==> src/rtl/hdc_am_pkg.sv <==
// Shared constants and FSM state type for the associative-memory argmax controller.
// The optional margin output is enabled with the AM_ARGMAX_MARGIN_EN macro.
package hdc_am_pkg;

  localparam int DIMS_PER_CC   = 1024;
  localparam int NUM_CLASSES   = 26;
  localparam int CHUNKS_PER_HV = 4;
  localparam int SIM_W         = 13;
  localparam int CLASS_W       = 5;
  localparam int CHUNK_W       = 2;

  typedef enum logic [2:0] {
    ST_IDLE    = 3'd0,
    ST_COMPARE = 3'd1,
    ST_EVAL    = 3'd2,
    ST_CLEAR   = 3'd3,
    ST_DONE    = 3'd4
  } am_state_e;

endpackage

==> src/rtl/am_max_tracker.sv <==
// Best (and, with AM_ARGMAX_MARGIN_EN, second-best) score tracker.
// Strict-greater replacement keeps the lowest index on ties.
module am_max_tracker
  import hdc_am_pkg::*;
(
  input  logic               clk,
  input  logic               nrst,
  input  logic               clear_i,
  input  logic               load_i,
  input  logic               first_i,
  input  logic [SIM_W-1:0]   score_i,
  input  logic [CLASS_W-1:0] idx_i,
`ifdef AM_ARGMAX_MARGIN_EN
  output logic [SIM_W-1:0]   margin_o,
`endif
  output logic [SIM_W-1:0]   best_score_o,
  output logic [CLASS_W-1:0] best_idx_o
);

  logic [SIM_W-1:0]   best_q, best_d;
  logic [CLASS_W-1:0] idx_q, idx_d;

`ifdef AM_ARGMAX_MARGIN_EN
  logic [SIM_W-1:0] second_q, second_d;
  logic [SIM_W-1:0] margin_q;

  always_comb begin
    best_d   = best_q;
    idx_d    = idx_q;
    second_d = second_q;
    if (clear_i) begin
      best_d   = '0;
      idx_d    = '0;
      second_d = '0;
    end else if (load_i) begin
      if (first_i || (score_i > best_q)) begin
        best_d   = score_i;
        idx_d    = idx_i;
        second_d = first_i ? '0 : best_q;
      end else if (score_i > second_q) begin
        second_d = score_i;
      end
    end
  end

  always_ff @(posedge clk or negedge nrst) begin
    if (!nrst) begin
      best_q   <= '0;
      idx_q    <= '0;
      second_q <= '0;
      margin_q <= '0;
    end else begin
      best_q   <= best_d;
      idx_q    <= idx_d;
      second_q <= second_d;
      margin_q <= best_d - second_d;
    end
  end

  assign margin_o = margin_q;
`else
  always_comb begin
    best_d = best_q;
    idx_d  = idx_q;
    if (clear_i) begin
      best_d = '0;
      idx_d  = '0;
    end else if (load_i) begin
      if (first_i || (score_i > best_q)) begin
        best_d = score_i;
        idx_d  = idx_i;
      end
    end
  end

  always_ff @(posedge clk or negedge nrst) begin
    if (!nrst) begin
      best_q <= '0;
      idx_q  <= '0;
    end else begin
      best_q <= best_d;
      idx_q  <= idx_d;
    end
  end
`endif

  assign best_score_o = best_q;
  assign best_idx_o   = idx_q;

endmodule

==> src/rtl/am_argmax_ctrl.sv <==
// Argmax sequencer over class HVs: walks chunks/classes, tracks the best score.
// Optional pred_margin output with AM_ARGMAX_MARGIN_EN.
module am_argmax_ctrl
  import hdc_am_pkg::*;
#(
  parameter int NUM_CLASSES   = hdc_am_pkg::NUM_CLASSES,
  parameter int CHUNKS_PER_HV = hdc_am_pkg::CHUNKS_PER_HV
) (
  input  logic               clk,
  input  logic               nrst,
  input  logic               start,
  output logic               comparing_query_hv_with_class_hv,
  output logic               inferring_class,
  output logic [CLASS_W-1:0] class_idx,
  output logic [CHUNK_W-1:0] chunk_idx,
  input  logic [SIM_W-1:0]   similarity_value,
  output logic               busy,
  output logic               pred_valid,
  input  logic               pred_ready,
  output logic [CLASS_W-1:0] pred_class,
  output logic [SIM_W-1:0]   pred_score,
`ifdef AM_ARGMAX_MARGIN_EN
  output logic [SIM_W-1:0]   pred_margin,
`endif
  output am_state_e          state_dbg
);

  // Result handshake: pred_valid holds with pred_class/pred_score stable until a
  // cycle where pred_valid && pred_ready; the FSM returns to IDLE on the next edge.

  am_state_e          state_q;
  logic               cmp_q, inf_q, busy_q, valid_q;
  logic [CLASS_W-1:0] class_q;
  logic [CHUNK_W-1:0] chunk_q;

  always_ff @(posedge clk or negedge nrst) begin
    if (!nrst) begin
      state_q <= ST_IDLE;
      cmp_q   <= 1'b0;
      inf_q   <= 1'b0;
      busy_q  <= 1'b0;
      valid_q <= 1'b0;
      class_q <= '0;
      chunk_q <= '0;
    end else begin
      case (state_q)
        ST_IDLE: begin
          if (start) begin
            state_q <= ST_COMPARE;
            cmp_q   <= 1'b1;
            inf_q   <= 1'b0;
            busy_q  <= 1'b1;
            class_q <= '0;
            chunk_q <= '0;
          end
        end
        ST_COMPARE: begin
          if (chunk_q == CHUNK_W'(CHUNKS_PER_HV - 1)) begin
            state_q <= ST_EVAL;
            cmp_q   <= 1'b0;
            inf_q   <= 1'b1;
          end else begin
            chunk_q <= chunk_q + 1'b1;
          end
        end
        ST_EVAL: begin
          inf_q <= 1'b0;
          if (class_q < CLASS_W'(NUM_CLASSES - 1)) begin
            state_q <= ST_CLEAR;
          end else begin
            state_q <= ST_DONE;
            valid_q <= 1'b1;
          end
        end
        ST_CLEAR: begin
          // Adder clears this cycle; next class starts from chunk 0.
          state_q <= ST_COMPARE;
          cmp_q   <= 1'b1;
          class_q <= class_q + 1'b1;
          chunk_q <= '0;
        end
        ST_DONE: begin
          if (pred_ready) begin
            state_q <= ST_IDLE;
            valid_q <= 1'b0;
            busy_q  <= 1'b0;
          end
        end
        default: begin
          state_q <= ST_IDLE;
          cmp_q   <= 1'b0;
          inf_q   <= 1'b0;
          busy_q  <= 1'b0;
          valid_q <= 1'b0;
        end
      endcase
    end
  end

  am_max_tracker u_tracker (
    .clk          (clk),
    .nrst         (nrst),
    .clear_i      ((state_q == ST_IDLE) && start),
    .load_i       (state_q == ST_EVAL),
    .first_i      (class_q == '0),
    .score_i      (similarity_value),
    .idx_i        (class_q),
`ifdef AM_ARGMAX_MARGIN_EN
    .margin_o     (pred_margin),
`endif
    .best_score_o (pred_score),
    .best_idx_o   (pred_class)
  );

  assign comparing_query_hv_with_class_hv = cmp_q;
  assign inferring_class                  = inf_q;
  assign class_idx                        = class_q;
  assign chunk_idx                        = chunk_q;
  assign busy                             = busy_q;
  assign pred_valid                       = valid_q;
  assign state_dbg                        = state_q;

endmodule

==> config.mk <==
export PLATFORM = sky130hd
export DESIGN_NAME = am_argmax_ctrl
export DESIGN_NICKNAME = d
export VERILOG_FILES = /design/src/rtl/hdc_am_pkg.sv /design/src/rtl/am_max_tracker.sv /design/src/rtl/am_argmax_ctrl.sv
export SDC_FILE = /design/constraint.sdc
export NUM_CORES = 1
export LEC_CHECK = 0
export ABC_AREA = 1
export BUFFER_PORTS_ARGS = -buffer_cell sky130_fd_sc_hd__buf_2
export CORE_ASPECT_RATIO = 1.5
export CORE_MARGIN = 8
export CORE_UTILIZATION = 44
export DETAILED_ROUTE_END_ITERATION = 16
export PLACE_DENSITY = 0.74
export SLEW_MARGIN = 10
export SYNTH_ARGS = -nofsm -noshare
export SYNTH_HDL_FRONTEND = slang
export SYNTH_SLANG_ARGS = --single-unit
==> constraint.sdc <==
create_clock -name clk -period 3.7 [get_ports clk]
set_input_delay 0.74 -clock clk [delete_from_list [all_inputs] [get_ports clk]]
set_output_delay 0.74 -clock clk [all_outputs]
set_load 0.1 [all_outputs]
==> flow_metrics.env, run 1 <==
export IMPL_min_delay_start="u_tracker.best_idx_o[3]"
export IMPL_grt_overflow=0
export IMPL_fillers=395
export IMPL_path_buf_inv=1
export IMPL_path_delay_family="flip-flops"
export IMPL_coreArea_mm2=0.00414
export IMPL_cts_setup_buffers=0
export IMPL_skew_ns=0.0127
export IMPL_ctsHoldBuffers=0
export IMPL_grt_antenna_before_repair=0
export IMPL_utilization=0.544
export IMPL_n_antenna_cell=0
export IMPL_fin_crit_ns=1.97
export IMPL_finalInstanceArea_mm2=0.00225
export IMPL_status="finished, final reports clean"
export IMPL_crit_chain="buf_2"
export IMPL_hp_class="reg2reg"
export IMPL_clock_path_buffers=2
export IMPL_critPathArrivalTime_ns=1.23
export IMPL_grt_pass1_vias=1629
export IMPL_die_h_um=95.3
export IMPL_placed_area_mm2=0.00212
export IMPL_cts_root_buf="clkbuf_8"
export IMPL_post_cts_resized=0
export IMPL_crit_type="reg2out"
export IMPL_viasPerCell=5.05
export IMPL_critPathRequiredTime_ns=2.96
export IMPL_cap_violations=0
export IMPL_min_to="u_tracker.best_idx_o[3]"
export IMPL_port_buffers=48
export IMPL_reg2reg_to="u_tracker.best_idx_o[2]"
export IMPL_synth_seq_cells=32
export IMPL_pin_count=49
export IMPL_num_vias=1661
export IMPL_cp_end_kind="output pin"
export IMPL_num_rows=29
export IMPL_drt_antenna_violating_nets=0
export IMPL_syn_nets=263
export IMPL_syn_inst=230
export IMPL_max_stage_delay_ns=0.47
export IMPL_cts_tree="built"
export IMPL_path_depth=1
export IMPL_cts_buffers=5
export IMPL_yosysSeqAreaShare=0.434
export IMPL_dp_hpwl_mm=3.24
export IMPL_syn_mean_instance_area_um2=8.03
export IMPL_synth_cell_type_count=25
export IMPL_setup_ws_ns=1.73
export IMPL_slew_headroom=0.528
export IMPL_dr_pass1_iters=4
export IMPL_worstReg2RegStart="u_tracker.best_score_o[12]"
export IMPL_cts_max_level=2
export IMPL_fmax_ghz=0.508
export IMPL_setup_tns_ns=0
export IMPL_fin_crit_sh=0.532
export IMPL_track_usage=0.138
export IMPL_drv_slew=0
export IMPL_die_area_mm2=0.00657
export IMPL_multi_input_area_um2=872
export IMPL_drc=0
export IMPL_setup_violations_final=0
export IMPL_grt_pass1_wl_mm=6.94
export IMPL_start_util=0.446
export IMPL_clk_pin_slew_ns=0.07
export IMPL_drive_gt1_frac=0.251
export IMPL_wl_per_cell_um=12.8
export IMPL_pre_cts_ws_ns=1.43
export IMPL_gp_congestion=0.855
export IMPL_cp_start_kind="flip-flop"
export IMPL_cts_sinks=32
export IMPL_fp_dieW_um=68.9
export IMPL_tightestPinTransition_ns=0.707
export IMPL_whs_path_depth=2
export IMPL_rsz0062_at_grt="no"
export IMPL_regArea_um2=801
export IMPL_synth_cell_area_mm2=0.00185
export IMPL_crit_fanout=6
export IMPL_yosys_warnings=0
export IMPL_finalHoldViolCount=0
export IMPL_crit_path_top_delay_cell="dfrtp_1"
export IMPL_syn_to_final_growth_pct=21.9
export IMPL_drtIter0Drc=64
export IMPL_grt_max_degree=33
export IMPL_nNetsFinal=315
export IMPL_reg2reg_depth=13
export IMPL_regToRegSetupSlack_ns=1.88
export IMPL_wl_mm=4.20
export IMPL_clk_latency_ns=0.29
## cells in the final DEF (no fill, tap or decap), types with 2 or more instances in the layout
cell type / Yosys / routed
a21oi_1: 5 / 5
buf_2: 2 / 48
clkbuf_8: 0 / 7
dfrtp_1: 32 / 32
ha_1: 16 / 16
inv_1: 38 / 38
nand2_1: 70 / 70
nand2_2: 5 / 5
nand2_4: 2 / 2
nand3_1: 23 / 23
nand4_1: 4 / 4
nor2_1: 6 / 6
nor2_4: 2 / 2
o21ai_0: 10 / 10
o22ai_1: 3 / 3
## how the worst max path moves through the flow
stage | from | end
after global placement | similarity_value[12] | u_tracker.best_idx_o[2]
after detailed placement | similarity_value[12] | u_tracker.best_idx_o[3]
after CTS | state_dbg[2] | state_dbg[2]
after global routing | similarity_value[12] | u_tracker.best_score_o[7]
after floorplan | u_tracker.best_score_o[12] | u_tracker.best_score_o[2]
final | state_dbg[2] | state_dbg[2]
## area by class of cell
| cell class | count | share of cell area |
|---|---|---|
| Timing Repair Buffer | 49 | 0.110 |
| Clock buffer | 7 | 0.0428 |
| Sequential cell | 32 | 0.356 |
| Inverter | 39 | 0.0650 |
| Clock inverter | 1 | 0.0133 |
| Multi-Input combinational cell | 155 | 0.387 |
| Tap cell | 46 | 0.0256 |
## cell usage after synthesis, drive strengths merged
library cell | count | share of area
nand2 | 77 | 0.17
inv | 39 | 0.079
dfrtp | 32 | 0.43
nand3 | 24 | 0.068
ha | 16 | 0.11
o21ai | 10 | 0.027
nor2 | 9 | 0.028
a21oi | 5 | 0.014
nand4 | 5 | 0.020
buf | 4 | 0.018
o22ai | 3 | 0.010
nor3 | 2 | 0.0054
a31oi | 1 | 0.0034
o2111ai | 1 | 0.0047
o32ai | 1 | 0.0047
xor2 | 1 | 0.0047
## registers in the layout, indices dropped and copies added, names as in the netlist
name and cells:
busy 1, comparing_query_hv_with_class_hv 1, inferring_class 1, class_idx 5, u_tracker.best_idx_o 5, u_tracker.best_score_o 13
pred_valid 1, chunk_idx 2, state_dbg 3
## stage by stage
stage / hold slack (ns) / cells
global route: 0.502 / 329
finish: 0.473 / 329
detailed placement: 0.467 / 321
global placement: 0.458 / 321
CTS: 0.482 / 329
floorplan: 0.444 / 230
## kinds of logic (layout without fill, tap and decap cells)
family	after synthesis	after routing	synth area share
XOR/XNOR	1	1	0.00474
buffers and inverters	43	96	0.0969
adder cells (fa/ha/maj)	16	16	0.108
AO/OA/AOI/OAI	21	21	0.0637
flip-flops	32	32	0.434
AND/OR/NAND/NOR	117	117	0.293
## layer usage
layer / routed length, um / part of all wire / global-route usage / vias to the layer above
li1: - / - / - / 838
met1: 1600 / 0.38 / 0.141 / 771
met2: 2130 / 0.51 / 0.239 / 44
met3: 366 / 0.087 / 0.0435 / 8
met4: 101 / 0.024 / 0.0739 / 0
met5: 0 / 0 / 0 / -
Power of run 1 is not shown: default switching activity piles up to over one toggle a cycle in this logic, so the estimate is an artifact.
==> inputs of run 2 (changes only) <==
- ABC_AREA: 1 -> 0
- PLACE_DENSITY: 0.74 -> 0.73
- clock period: 3.7 -> 1.9 ns (I/O delays scaled with it)
==> flow_metrics.env, run 2 <==
export IMPL_critPathArrivalTime_ns=2.34
export IMPL_track_usage=0.142
export IMPL_mostFrequentLayoutCells="buf_2, nand2_1, inv_1"
export IMPL_wl_met1_mm=1.82
export IMPL_place_inst=318
export IMPL_pre_cts_ws_ns=-0.250
export IMPL_drc=0
export IMPL_dr_wl_met3_um=199
export IMPL_path_depth=7
export IMPL_dr_max_layer_used="met4"
export IMPL_cp_start_kind="flip-flop"
export IMPL_fp_dieW_um=69.3
export IMPL_multi_input_area_um2=921
export IMPL_violations="negative setup slack"
export IMPL_max_stage_delay_ns=0.47
export IMPL_crit_chain="inv_2, ha_1, or4b_4, a311o_1, a31oi_4, buf_6, mux2i_1"
export IMPL_cts_buffers=5
export IMPL_die_area_mm2=0.00665
export IMPL_num_vias=1660
export IMPL_yosysMostFrequentCell="nand2_1"
export IMPL_cp_end_kind="flip-flop"
export IMPL_port_buffers=48
export IMPL_synth_seq_cells=32
export IMPL_dp_hpwl_mm=3.60
export IMPL_fillers=408
export IMPL_die_h_um=95.9
export IMPL_dr_pass1_iters=4
export IMPL_path_buf_inv=2
export IMPL_skew_ns=0.00589
export IMPL_drive_gt1_frac=0.357
export IMPL_drv_slew=0
export IMPL_status="finished, violations left"
export IMPL_critPathRequiredTime_ns=2.10
export IMPL_start_util=0.449
export IMPL_clk_pin_slew_ns=0.07
export IMPL_fmax_ghz=0.466
export IMPL_clk_latency_ns=0.29
export IMPL_yosysTopAreaCell="dfrtp_1"
export IMPL_setup_ws_ns=-0.245
export IMPL_finalHoldViolCount=0
export IMPL_grt_pass1_wl_mm=7.82
export IMPL_drtIter0Drc=51
export IMPL_synthFlopType="dfrtp_1"
export IMPL_synth_edf_count=0
export IMPL_gp_congestion=0.775
export IMPL_synth_top_area_share=0.427
export IMPL_crit_path_top_delay_cell="dfrtp_4"
export IMPL_hp_class="in2async"
export IMPL_synth_cell_area_mm2=0.00187
export IMPL_n_antenna_cell=0
export IMPL_drt_antenna_violating_nets=0
export IMPL_setup_violations_final=18
export IMPL_cts_sinks=32
export IMPL_grt_max_degree=24
export IMPL_grt_antenna_before_repair=0
export IMPL_synth_cell_type_count=32
export IMPL_regArea_um2=831
export IMPL_final_cells=326
export IMPL_cts_setup_buffers=0
export IMPL_cts_tree="built"
export IMPL_largest_reg_flops=13
export IMPL_cts_max_level=2
export IMPL_yosys_warnings=0
export IMPL_crit_fanout=6
export IMPL_cts_root_buf="clkbuf_8"
export IMPL_fin_crit_ns=2.14
export IMPL_synth_area_leaders="dfrtp_1, ha_1, mux2i_1, nand2_1, inv_1"
export IMPL_synthTopCellsByCount="nand2_1, dfrtp_1, inv_1"
export IMPL_grt_overflow=0
export IMPL_crit_type="reg2reg"
export IMPL_slew_headroom=0.672
export IMPL_coreArea_mm2=0.00417
export IMPL_syn_to_final_growth_pct=30.0
export IMPL_num_rows=29
export IMPL_yosysSeqAreaShare=0.427
export IMPL_path_delay_family="compound AO/OA/AOI/OAI gates"
export IMPL_tightestPinTransition_ns=0.495
export IMPL_syn_mean_instance_area_um2=8.97
export IMPL_reg2reg_depth=7
export IMPL_clock_path_buffers=2
export IMPL_final_common_cell="buf_2"
export IMPL_pin_count=49
export IMPL_syn_nets=242
export IMPL_nNetsFinal=312
export IMPL_fin_crit_sh=1.13
export IMPL_wl_mm=4.50
export IMPL_wl_met2_mm=2.40
export IMPL_ys_async_sr_fraction=1.00
export IMPL_grt_pass1_vias=1812
export IMPL_cap_violations=0
export IMPL_wl_per_cell_um=13.8
export IMPL_syn_inst=209
export IMPL_viasPerCell=5.09
export IMPL_rsz0062_at_grt="yes"
-- run 2: cell count changes after synthesis, sizes merged, moves of 3 or more --
cell	previous run	this run
nand2	77	36
nand3	24	2
inv	39	32
a21oi	5	12
o21ai	10	14
nand2b	0	3
mux2i	0	18
nand4	5	2
nor2	9	12
clkbuf	0	3
-- run 2: final timing paths --
check | to | startpoint | slack [ns]
hold / removal | u_tracker.best_score_o[7] | nrst | 0.008
setup / recovery | u_tracker.best_idx_o[0] | class_idx[0] | -0.24
min in group clk | u_tracker.best_score_o[9] | similarity_value[9] | 0.34
max in group asynchronous | class_idx[1] | nrst | 1.45
hold reg to reg | u_tracker.best_idx_o[1] | u_tracker.best_idx_o[1] | 0.53
setup reg to reg | u_tracker.best_idx_o[0] | class_idx[0] | -0.24
-- run 2: per-layer routing --
metal  up-vias  track usage
li1        837            -
met1       783        0.144
met2        33        0.267
met3         7       0.0402
met4         0       0.0583
met5         -            0
-- run 2: through the flow --
step / setup TNS, ns / cell area, um^2 / utilization / hold slack [ns]
floorplan: -6.34 / 1900 / - / 0.0844
global placement: -3.06 / 2330 / 0.559 / 0.322
detailed placement: -4.02 / 2330 / 0.559 / 0.332
CTS: -4.02 / 2440 / 0.584 / 0.0184
global route: -5.30 / 2440 / 0.584 / 0.0387
finish: -3.95 / 2440 / 0.584 / 0.00803
-- run 2: kinds of logic (layout without fill, tap and decap cells) --
family          Yosys count  in the layout  synth area share
compound gates           39             39             0.123
fa+ha+maj                16             16             0.107
buf+inv                  38            109            0.0895
flops                    32             32             0.427
mux                      18             18            0.0961
simple gates             66             66             0.158
-- run 2: worst reg2reg max path, stage by stage, from the launching register on --
cell     delay (ns)
dfrtp_4        0.47
inv_2          0.05
ha_1           0.13
or4b_4         0.46
a311o_1        0.36
a31oi_4        0.20
buf_6          0.18
mux2i_1        0.21
-- run 2: cell type report --
cell class                      count  share of cell area
Multi-Input combinational cell    139               0.378
Sequential cell                    32               0.341
Timing Repair Buffer               69               0.171
Inverter                           32              0.0493
Clock buffer                        8              0.0370
Tap cell                           46              0.0236
-- run 2: repair_timing --
item / in CTS / in global routing
resized for setup: 3 / 0
endpoints found under the setup margin: 18 / 18
hold buffers: 0 / 0
Power of run 2 is left out for the same reason.
